==> config.mk <==
export PLATFORM = sky130hd
export DESIGN_NAME = ili9341_window_writer
export DESIGN_NICKNAME = d
export VERILOG_FILES = /design/src/rtl/ili9341_pkg.sv /design/src/rtl/ili9341_byte_sender.sv /design/src/rtl/ili9341_window_writer.sv
export SDC_FILE = /design/constraint.sdc
export NUM_CORES = 1
export LEC_CHECK = 0
export BUFFER_PORTS_ARGS = -buffer_cell sky130_fd_sc_hd__buf_2
export CAP_MARGIN = 0
export CORE_MARGIN = 2
export CORE_UTILIZATION = 55
export DETAILED_ROUTE_END_ITERATION = 6
export PLACE_DENSITY_LB_ADDON = 0.3
export SYNTH_ARGS = -nofsm -noshare
export SYNTH_HDL_FRONTEND = slang
export SYNTH_SLANG_ARGS = --single-unit
export TNS_END_PERCENT = 30
==> constraint.sdc <==
create_clock -name CLK_I -period 16.27 [get_ports CLK_I]
set_input_delay 3.254 -clock CLK_I [delete_from_list [all_inputs] [get_ports CLK_I]]
set_output_delay 3.254 -clock CLK_I [all_outputs]
set_load 0.02 [all_outputs]
==> src/rtl/ili9341_pkg.sv <==
// ILI9341 shared definitions: command opcodes, window-writer state encoding, span helper.
// Also used by the init sequencer.
package ili9341_pkg;

  localparam logic [7:0] CMD_CASET = 8'h2A;
  localparam logic [7:0] CMD_PASET = 8'h2B;
  localparam logic [7:0] CMD_RAMWR = 8'h2C;

  typedef enum logic [3:0] {
    WIN_IDLE,
    WIN_CASET_CMD,
    WIN_CASET_P,
    WIN_PASET_CMD,
    WIN_PASET_P,
    WIN_RAMWR_CMD,
    WIN_PIX_HI,
    WIN_PIX_LO,
    WIN_FINISH
  } winStateType;

  // Inclusive span length; one bit wider than the coordinates so a full axis cannot wrap.
  function automatic logic [9:0] spanLen(input logic [8:0] lo, input logic [8:0] hi);
    return {1'b0, hi} - {1'b0, lo} + 10'd1;
  endfunction

endpackage

==> src/rtl/ili9341_byte_sender.sv <==
// One-byte Wishbone-style handshake toward the SPI master, including D/C timing.
// A byte is only launched while the strobe is low and the master is not busy.
module ili9341_byte_sender (
  input  logic       CLK_I,
  input  logic       RST_I,
  input  logic       send,
  input  logic [7:0] sendByte,
  input  logic       sendDc,
  output logic       ready,
  output logic       done,
  input  logic       spiAck,
  input  logic       spiBusy,
  output logic       spiStb,
  output logic [7:0] spiDat,
  output logic       tftDc
);

  assign ready = !spiStb && !spiBusy;
  assign done  = spiStb && spiAck;

  // Strobe drops the edge after ACK, which guarantees one idle cycle between bytes.
  always_ff @(posedge CLK_I) begin
    if (!RST_I) begin
      spiStb <= 1'b0;
      spiDat <= 8'h00;
      tftDc  <= 1'b1;
    end else if (done) begin
      spiStb <= 1'b0;
    end else if (send && ready) begin
      spiStb <= 1'b1;
      spiDat <= sendByte;
      tftDc  <= sendDc;
    end
  end

endmodule

==> src/rtl/ili9341_window_writer.sv <==
// Sends CASET/PASET/RAMWR for one window, then streams RGB565 pixels MSB byte first.
//
// state          | meaning
// WIN_IDLE       | waiting for a window request (ready when initDone)
// WIN_CASET_CMD  | sending 0x2A with D/C low
// WIN_CASET_P    | sending X0hi, X0lo, X1hi, X1lo
// WIN_PASET_CMD  | sending 0x2B with D/C low
// WIN_PASET_P    | sending Y0hi, Y0lo, Y1hi, Y1lo
// WIN_RAMWR_CMD  | sending 0x2C with D/C low
// WIN_PIX_HI     | waiting for a pixel, sending its high byte
// WIN_PIX_LO     | sending the latched low byte, counting down
// WIN_FINISH     | winDone pulse, back to idle
module ili9341_window_writer
  import ili9341_pkg::*;
#(
  parameter int MAX_X = 240,
  parameter int MAX_Y = 320,
  parameter int CNT_W = 17
) (
  input  logic       CLK_I,
  input  logic       RST_I,
  input  logic       initDone,
  input  logic       winValid,
  output logic       winReady,
  input  logic [7:0] winX0,
  input  logic [7:0] winX1,
  input  logic [8:0] winY0,
  input  logic [8:0] winY1,
  input  logic       pixValid,
  input  logic [15:0] pixData,
  output logic       pixReady,
  output logic       winDone,
  output logic       winErr,
  output logic       spiStb,
  output logic [7:0] spiAdr,
  output logic [7:0] spiDat,
  input  logic       spiAck,
  input  logic       spiBusy,
  output logic       tftDc
);

  winStateType      state, stateNext;
  logic [1:0]       paramIdx;
  logic [7:0]       xS, xE;
  logic [8:0]       yS, yE;
  logic [7:0]       pixLo;
  logic [CNT_W-1:0] pixCnt, cntLoad, cntDec;
  logic             winBad, acceptOk, rejectReq;
  logic             send, sendDc, sendReady, byteDone;
  logic [7:0]       sendByte;

  assign spiAdr    = 8'h00;
  assign winReady  = (state == WIN_IDLE) && initDone;
  assign winBad    = (winX0 > winX1) || (winY0 > winY1) ||
                     (int'(winX1) >= MAX_X) || (int'(winY1) >= MAX_Y);
  assign acceptOk  = winValid && winReady && !winBad;
  assign rejectReq = winValid && winReady && winBad;
  assign cntLoad   = CNT_W'(spanLen({1'b0, winX0}, {1'b0, winX1})) *
                     CNT_W'(spanLen(winY0, winY1));
  assign cntDec    = pixCnt - CNT_W'(1);
  assign pixReady  = (state == WIN_PIX_HI) && pixValid && sendReady;
  assign winDone   = (state == WIN_FINISH);

  always_ff @(posedge CLK_I) begin
    if (!RST_I) begin
      state    <= WIN_IDLE;
      paramIdx <= 2'd0;
      xS       <= 8'h00;
      xE       <= 8'h00;
      yS       <= 9'h000;
      yE       <= 9'h000;
      pixLo    <= 8'h00;
      pixCnt   <= '0;
      winErr   <= 1'b0;
    end else begin
      state  <= stateNext;
      winErr <= rejectReq;
      if (acceptOk) begin
        xS     <= winX0;
        xE     <= winX1;
        yS     <= winY0;
        yE     <= winY1;
        pixCnt <= cntLoad;
      end
      if (pixReady) pixLo <= pixData[7:0];
      if (byteDone && (state == WIN_CASET_P || state == WIN_PASET_P))
        paramIdx <= paramIdx + 2'd1;
      if (byteDone && state == WIN_PIX_LO) pixCnt <= cntDec;
    end
  end

  always_comb begin
    stateNext = state;
    send      = 1'b0;
    sendDc    = 1'b1;
    sendByte  = 8'h00;
    unique case (state)
      WIN_IDLE: if (acceptOk) stateNext = WIN_CASET_CMD;
      WIN_CASET_CMD: begin
        send     = 1'b1;
        sendDc   = 1'b0;
        sendByte = CMD_CASET;
        if (byteDone) stateNext = WIN_CASET_P;
      end
      WIN_CASET_P: begin
        send = 1'b1;
        case (paramIdx)
          2'd1:    sendByte = xS;
          2'd3:    sendByte = xE;
          default: sendByte = 8'h00;
        endcase
        if (byteDone && paramIdx == 2'd3) stateNext = WIN_PASET_CMD;
      end
      WIN_PASET_CMD: begin
        send     = 1'b1;
        sendDc   = 1'b0;
        sendByte = CMD_PASET;
        if (byteDone) stateNext = WIN_PASET_P;
      end
      WIN_PASET_P: begin
        send = 1'b1;
        case (paramIdx)
          2'd0:    sendByte = {7'b0, yS[8]};
          2'd1:    sendByte = yS[7:0];
          2'd2:    sendByte = {7'b0, yE[8]};
          default: sendByte = yE[7:0];
        endcase
        if (byteDone && paramIdx == 2'd3) stateNext = WIN_RAMWR_CMD;
      end
      WIN_RAMWR_CMD: begin
        send     = 1'b1;
        sendDc   = 1'b0;
        sendByte = CMD_RAMWR;
        if (byteDone) stateNext = WIN_PIX_HI;
      end
      WIN_PIX_HI: begin
        send     = pixValid;
        sendByte = pixData[15:8];
        if (byteDone) stateNext = WIN_PIX_LO;
      end
      WIN_PIX_LO: begin
        send     = 1'b1;
        sendByte = pixLo;
        if (byteDone) stateNext = (cntDec == '0) ? WIN_FINISH : WIN_PIX_HI;
      end
      WIN_FINISH: stateNext = WIN_IDLE;
      default:    stateNext = WIN_IDLE;
    endcase
  end

  ili9341_byte_sender uSender (
    .CLK_I    (CLK_I),
    .RST_I    (RST_I),
    .send     (send),
    .sendByte (sendByte),
    .sendDc   (sendDc),
    .ready    (sendReady),
    .done     (byteDone),
    .spiAck   (spiAck),
    .spiBusy  (spiBusy),
    .spiStb   (spiStb),
    .spiDat   (spiDat),
    .tftDc    (tftDc)
  );

endmodule
== After elaboration in Yosys (flattened, before gate mapping) ==
Index checks and enable logic that the tools add are counted.

* Eq/ne operators: 19
* $lt $le $gt $ge: 4
* Multiplexer cells: 17
* Reduce and logical (&&, ||, !) cells: 28
* Bitwise gates (word level): 2
* Add/sub/neg operators: 6
* Multiply operators: 1

{| class="wikitable"
|+ Operators with widths
! cell !! number
|-
| case mux 8 bit (7 select lines) || 1
|-
| two-way mux 4 bit || 9
|-
| two-way mux 17 bit || 2
|-
| case mux 4 bit (8 select lines) || 1
|-
| case mux 8 bit (3 select lines) || 1
|-
| logical NOT 17 bit || 1
|-
| multiplier 10 x 10 -> 17 bit || 1
|-
| subtractor 17 x 1 -> 17 bit (second input constant) || 1
|-
| == test 4 x 3 -> 1 bit (second input constant) || 4
|-
| case mux 8 bit (2 select lines) || 1
|-
| logical AND 1 bit || 12
|-
| != test 2 bit (second input constant) || 6
|-
| adder 10 x 1 -> 10 bit (second input constant) || 1
|-
| adder 9 x 2 -> 10 bit (second input constant) || 1
|-
| subtractor 9 x 9 -> 10 bit || 1
|-
| greater-or-equal comparator 9 bit (second input constant) || 1
|-
| greater-than comparator 9 bit || 1
|-
| subtractor 8 x 8 -> 9 bit || 1
|-
| == test 4 x 2 -> 1 bit (second input constant) || 2
|-
| greater-or-equal comparator 8 bit (second input constant) || 1
|-
| greater-than comparator 8 bit || 1
|-
| AND reduction 8 bit || 1
|-
| OR reduction 6 bit || 1
|-
| == test 2 bit (second input constant) || 2
|-
| other kinds (16) || 23
|}

* Logic and storage cells: 89
* Bits in registers: 76
* Output and inout port bits: 22

== Longest topological paths before layout ==
* Depth after elaboration: 8
* Mapped depth: 30
* Mapped depth without buffers: 30

== Modules after synthesis ==
A second synthesis with hierarchy kept.

* Cells, all modules: 978
* Area total of the unflattened synthesis: 8114.0 um^2

{| class="wikitable"
|+ By module, submodules not included
! module !! times used !! cells each !! seq. area each (um^2) !! area an instance (um^2)
|-
| ili9341_window_writer || 1 || 933 || 1321.3 || 7691.1
|-
| ili9341_byte_sender || 1 || 45 || 200.2 || 422.9
|}

== Least setup slack after synthesis ==
Ideal clock, no wire load.

* Kind: input -> register
* Start: input port winY1[1]
* End: register pixCnt[15]
* Cell stages on the path: 25
* Data required time: 16.153 ns
* Path buffers: 0
* Slack: 6.636 ns
* Data arrival time: 9.518 ns
* Path through: inv_1 > ha_1 > fa_1 > o21bai_1 > maj3_1 > a31oi_1 > nor2b_1 > xor2_1 > nor2_1 > fa_1 > inv_1 > fa_1 > inv_1 > fa_1 > fa_1 > inv_1 > fa_1 > inv_1 > ha_1 > and2_1 > a311oi_1 > o21ai_0 > a21oi_1 > xnor2_1 > a22o_1

* Word-level cells in the longest chain between the ends: 7
* Elaborated cells on any way between the ends: 13

{| class="wikitable"
|+ RTL lines
! element !! RTL line !! source
|-
| start, declared || ili9341_window_writer.sv:28 || <nowiki>input logic [8:0] winY1,</nowiki>
|-
| parallel branches: the longest is 7 deep, another holds multiplier 10 x 10 -> 17 bit || n/a ||
|-
| end signal, assigned || ili9341_window_writer.sv:83 || <nowiki>pixCnt <= cntLoad;</nowiki>
|-
| end signal, assigned || ili9341_window_writer.sv:88 || <nowiki>if (byteDone && state == WIN_PIX_LO) pixCnt <= cntDec;</nowiki>
|-
| end, declared || ili9341_window_writer.sv:47 || <nowiki>logic [CNT_W-1:0] pixCnt, cntLoad, cntDec;</nowiki>
|}

Several ways; the timed one is not identified. The select of a mux whose other input is x is not followed.
A chain may end at the register's enable or synchronous reset.

== Worst setup path in the final report ==
* Start: input port winY1[1]
* End: register pixCnt[12]

The elaborated chain is that of the path after synthesis.

==> impl_metrics.env <==
export IMPL_cts_resized=0
export IMPL_first_global_vias=6570
export IMPL_clock_path_buffers=2
export IMPL_ys_flop_type="dfxtp_1"
export IMPL_routed_wirelength_mm=19.6
export IMPL_worst_setup_path_end_kind="flop"
export IMPL_synthesis_instances=971
export IMPL_cts_max_level=3
export IMPL_fin_skew_ns=0.00615
export IMPL_drt_iter0_drc=520
export IMPL_grt_pass1_wl_mm=32.2
export IMPL_die_x_um=124
export IMPL_synth_area_per_cell_um2=8.20
export IMPL_hp_class="reg2reg"
export IMPL_cp_max_fo=10
export IMPL_timing_fmax_ghz=0.101
export IMPL_dr_pass1_iters=6
export IMPL_netlist_area_mm2=0.00796
export IMPL_netlist_top_cells_count="nor2_1, inv_1, nand2_1, ha_1, dfxtp_1"
export IMPL_fin_hold_ws_ns=0.451
export IMPL_start_util_pct=56.9
export IMPL_cts_hold_buf=0
export IMPL_final_hold_viol_count=0
export IMPL_cts_root_buf="clkbuf_16"
export IMPL_synth_compound_area_share_pct=13.5
export IMPL_yosys_area_top_type="dfxtp_1"
export IMPL_grt_max_degree=72
export IMPL_placedCellCount=1188
export IMPL_cts_buffers=9
export IMPL_coreArea_mm2=0.0140
export IMPL_dieArea_mm2=0.0155
export IMPL_place_congestion=0.890
export IMPL_io_pins=79
export IMPL_yosys_area_share_simple_pct=20.5
export IMPL_final_setup_tns_ns=0
export IMPL_post_synth_top_count_cell="nor2_1"
export IMPL_postSynth_asyncResetShare_pct=0
export IMPL_grtUsageTotal_pct=25.3
export IMPL_die_y_um=124
export IMPL_critPathKind="in2reg"
export IMPL_synth_seq_cells=76
export IMPL_drv_slew=0
export IMPL_dp_slack_ns=6.01
export IMPL_clk_latency_ns=0.35
export IMPL_final_nets=1218
export IMPL_cts_clk_slew_worst_paths_ns=0.06
export IMPL_yosysTopAreaCellShare_pct=19.1
export IMPL_layout_min_cycle_time_ns=9.92
export IMPL_via_count=6883
export IMPL_critPathArrivalTime_ns=10.14
export IMPL_diodes=0
export IMPL_viasPerCell=5.72
export IMPL_slew_headroom_pct=29.1
export IMPL_synth_top_family_by_area="adder cells"
export IMPL_required_ns=16.48
export IMPL_synth_adder_area_share_pct=28.5
export IMPL_final_layout_size_suffix_gt1_share_pct=11.5
export IMPL_port_buffers=70
export IMPL_wl_per_cell_um=16.3
export IMPL_areaGrowthSynthToFinish_pct=9.34
export IMPL_synth_xor_area_share_pct=6.10
export IMPL_antenna_found_initial=0
export IMPL_start_kind="input pin"
export IMPL_yosysUniqueCellTypes=70
export IMPL_fin_crit_sh_pct=61.0
export IMPL_status="complete, no violations"
export IMPL_rsz0062_at_grt="false"
export IMPL_drc=0
export IMPL_row_count=43
export IMPL_cts_tree="yes"
export IMPL_drv_cap=0
export IMPL_stdcell_count=1204
export IMPL_grt_overflow_total=0
export IMPL_hpwl_mm=15.3
export IMPL_synth_edf_count=0
export IMPL_postRouteAntennaNets=0
export IMPL_setup_violations_final=0
export IMPL_yosys_top_cells_area="dfxtp_1, fa_1, ha_1"
export IMPL_finalWorstSetupSlack_ns=6.35
export IMPL_synth_warnings=0
export IMPL_ys_seq_area_share_pct=19.1
export IMPL_cts_sinks=76
export IMPL_post_cts_buffers=0
export IMPL_synthMuxAreaShare_pct=5.03
export IMPL_worst_slew_pin_slew_ns=1.06
-- cells in the final DEF (no fill, tap or decap), types with 3 or more instances in the layout --
master	synthesis	routed
nor2_1	142	142
inv_1	96	96
nand2_1	81	81
ha_1	79	79
dfxtp_1	76	76
buf_2	5	70
fa_1	63	63
a21oi_1	50	50
mux2i_1	40	40
o21ai_0	36	36
xnor2_1	26	26
xor2_1	22	22
nand2b_1	18	18
nor3_1	17	17
nand3_1	14	14
and2_1	12	12
or2_2	11	11
a211oi_1	9	9
clkbuf_16	0	9
nor2b_1	8	8
conb_1	1	8
o22ai_1	7	7
a31oi_1	7	7
nor4_1	8	7
a22oi_1	7	7
nand4_1	6	6
a21o_1	6	6
o21bai_1	6	6
and3_1	6	6
o31ai_1	5	5
or3_1	5	5
o211ai_1	4	4
buf_4	8	4
nor4b_1	4	3
nor3b_1	3	3
or4_1	3	3
o221ai_1	3	3
-- critical path, cell delays in order --
cell	delay [ns]
buf_2	0.09
inv_1	0.05
ha_1	0.24
fa_1	0.50
o21bai_1	0.07
maj3_1	0.39
a31oi_1	0.21
nor2b_1	0.19
xor2_1	0.63
nor2_1	0.14
fa_1	0.48
fa_1	0.55
inv_1	0.05
fa_1	0.48
inv_1	0.06
fa_1	0.53
inv_1	0.05
fa_1	0.52
inv_1	0.04
ha_1	0.21
nor3_1	0.21
o21ai_0	0.16
a31o_2	0.29
a21oi_1	0.19
o21bai_1	0.09
xor2_1	0.14
a221oi_1	0.25
nor2_1	0.06
-- metal layers --
layer	track usage [%]	routed length [um]	share of wire (%)
met5	0	0	0
met4	5.62	261	1.3
met3	3.91	948	4.8
met2	42.7	9630	49
met1	34.4	8790	45
-- worst paths after layout --
path                    startpoint                       to  slack, ns  depth (start not counted)
max                       winY1[1]  pixCnt[12]$_SDFFE_PN0P_       6.35                         28
min          pixLo[3]$_SDFFE_PN0P_    pixLo[3]$_SDFFE_PN0P_       0.45                          2
max reg2reg  state[2]$_SDFFE_PN0P_  pixCnt[12]$_SDFFE_PN0P_      13.00                          9
min reg2reg  pixLo[3]$_SDFFE_PN0P_    pixLo[3]$_SDFFE_PN0P_       0.45                          2
-- logic make-up after synthesis --
kind of cell / after synthesis
other cells: 1
simple gates: 349
xor+xnor: 52
compound gates: 165
flops: 76
fa+ha+maj: 144
buf+inv: 144
mux: 40
-- state kept, by name (all words and copies together), names as in the netlist --
name,cells
paramIdx,2
pixCnt,17
pixLo,8
state,4
uSender.spiDat,8
uSender.spiStb,1
uSender.tftDc,1
winErr,1
xE,8
xS,8
yE,9
yS,9
-- area by class of cell --
| cell class | count | area (um^2) |
|---|---|---|
| Inverter | 100 | 375 |
| Sequential cell | 76 | 1520 |
| Tap cell | 180 | 225 |
| Multi-Input combinational cell | 758 | 5900 |
| Fill cell | 1238 | 5280 |
| Clock buffer | 10 | 229 |
| Timing Repair Buffer | 74 | 380 |
| Clock inverter | 6 | 71.3 |
-- through the flow --
| step | util [%] | area, um^2 |
|---|---|---|
| global route | 62.2 | 8700 |
| finish | 62.2 | 8700 |
| CTS | 62.2 | 8700 |
| detailed placement | 60.1 | 8400 |
| global placement | 60.1 | 8400 |
| floorplan | - | 7990 |
Power is not shown: default switching activity piles up to over one toggle a cycle in this logic, so the estimate is an artifact.
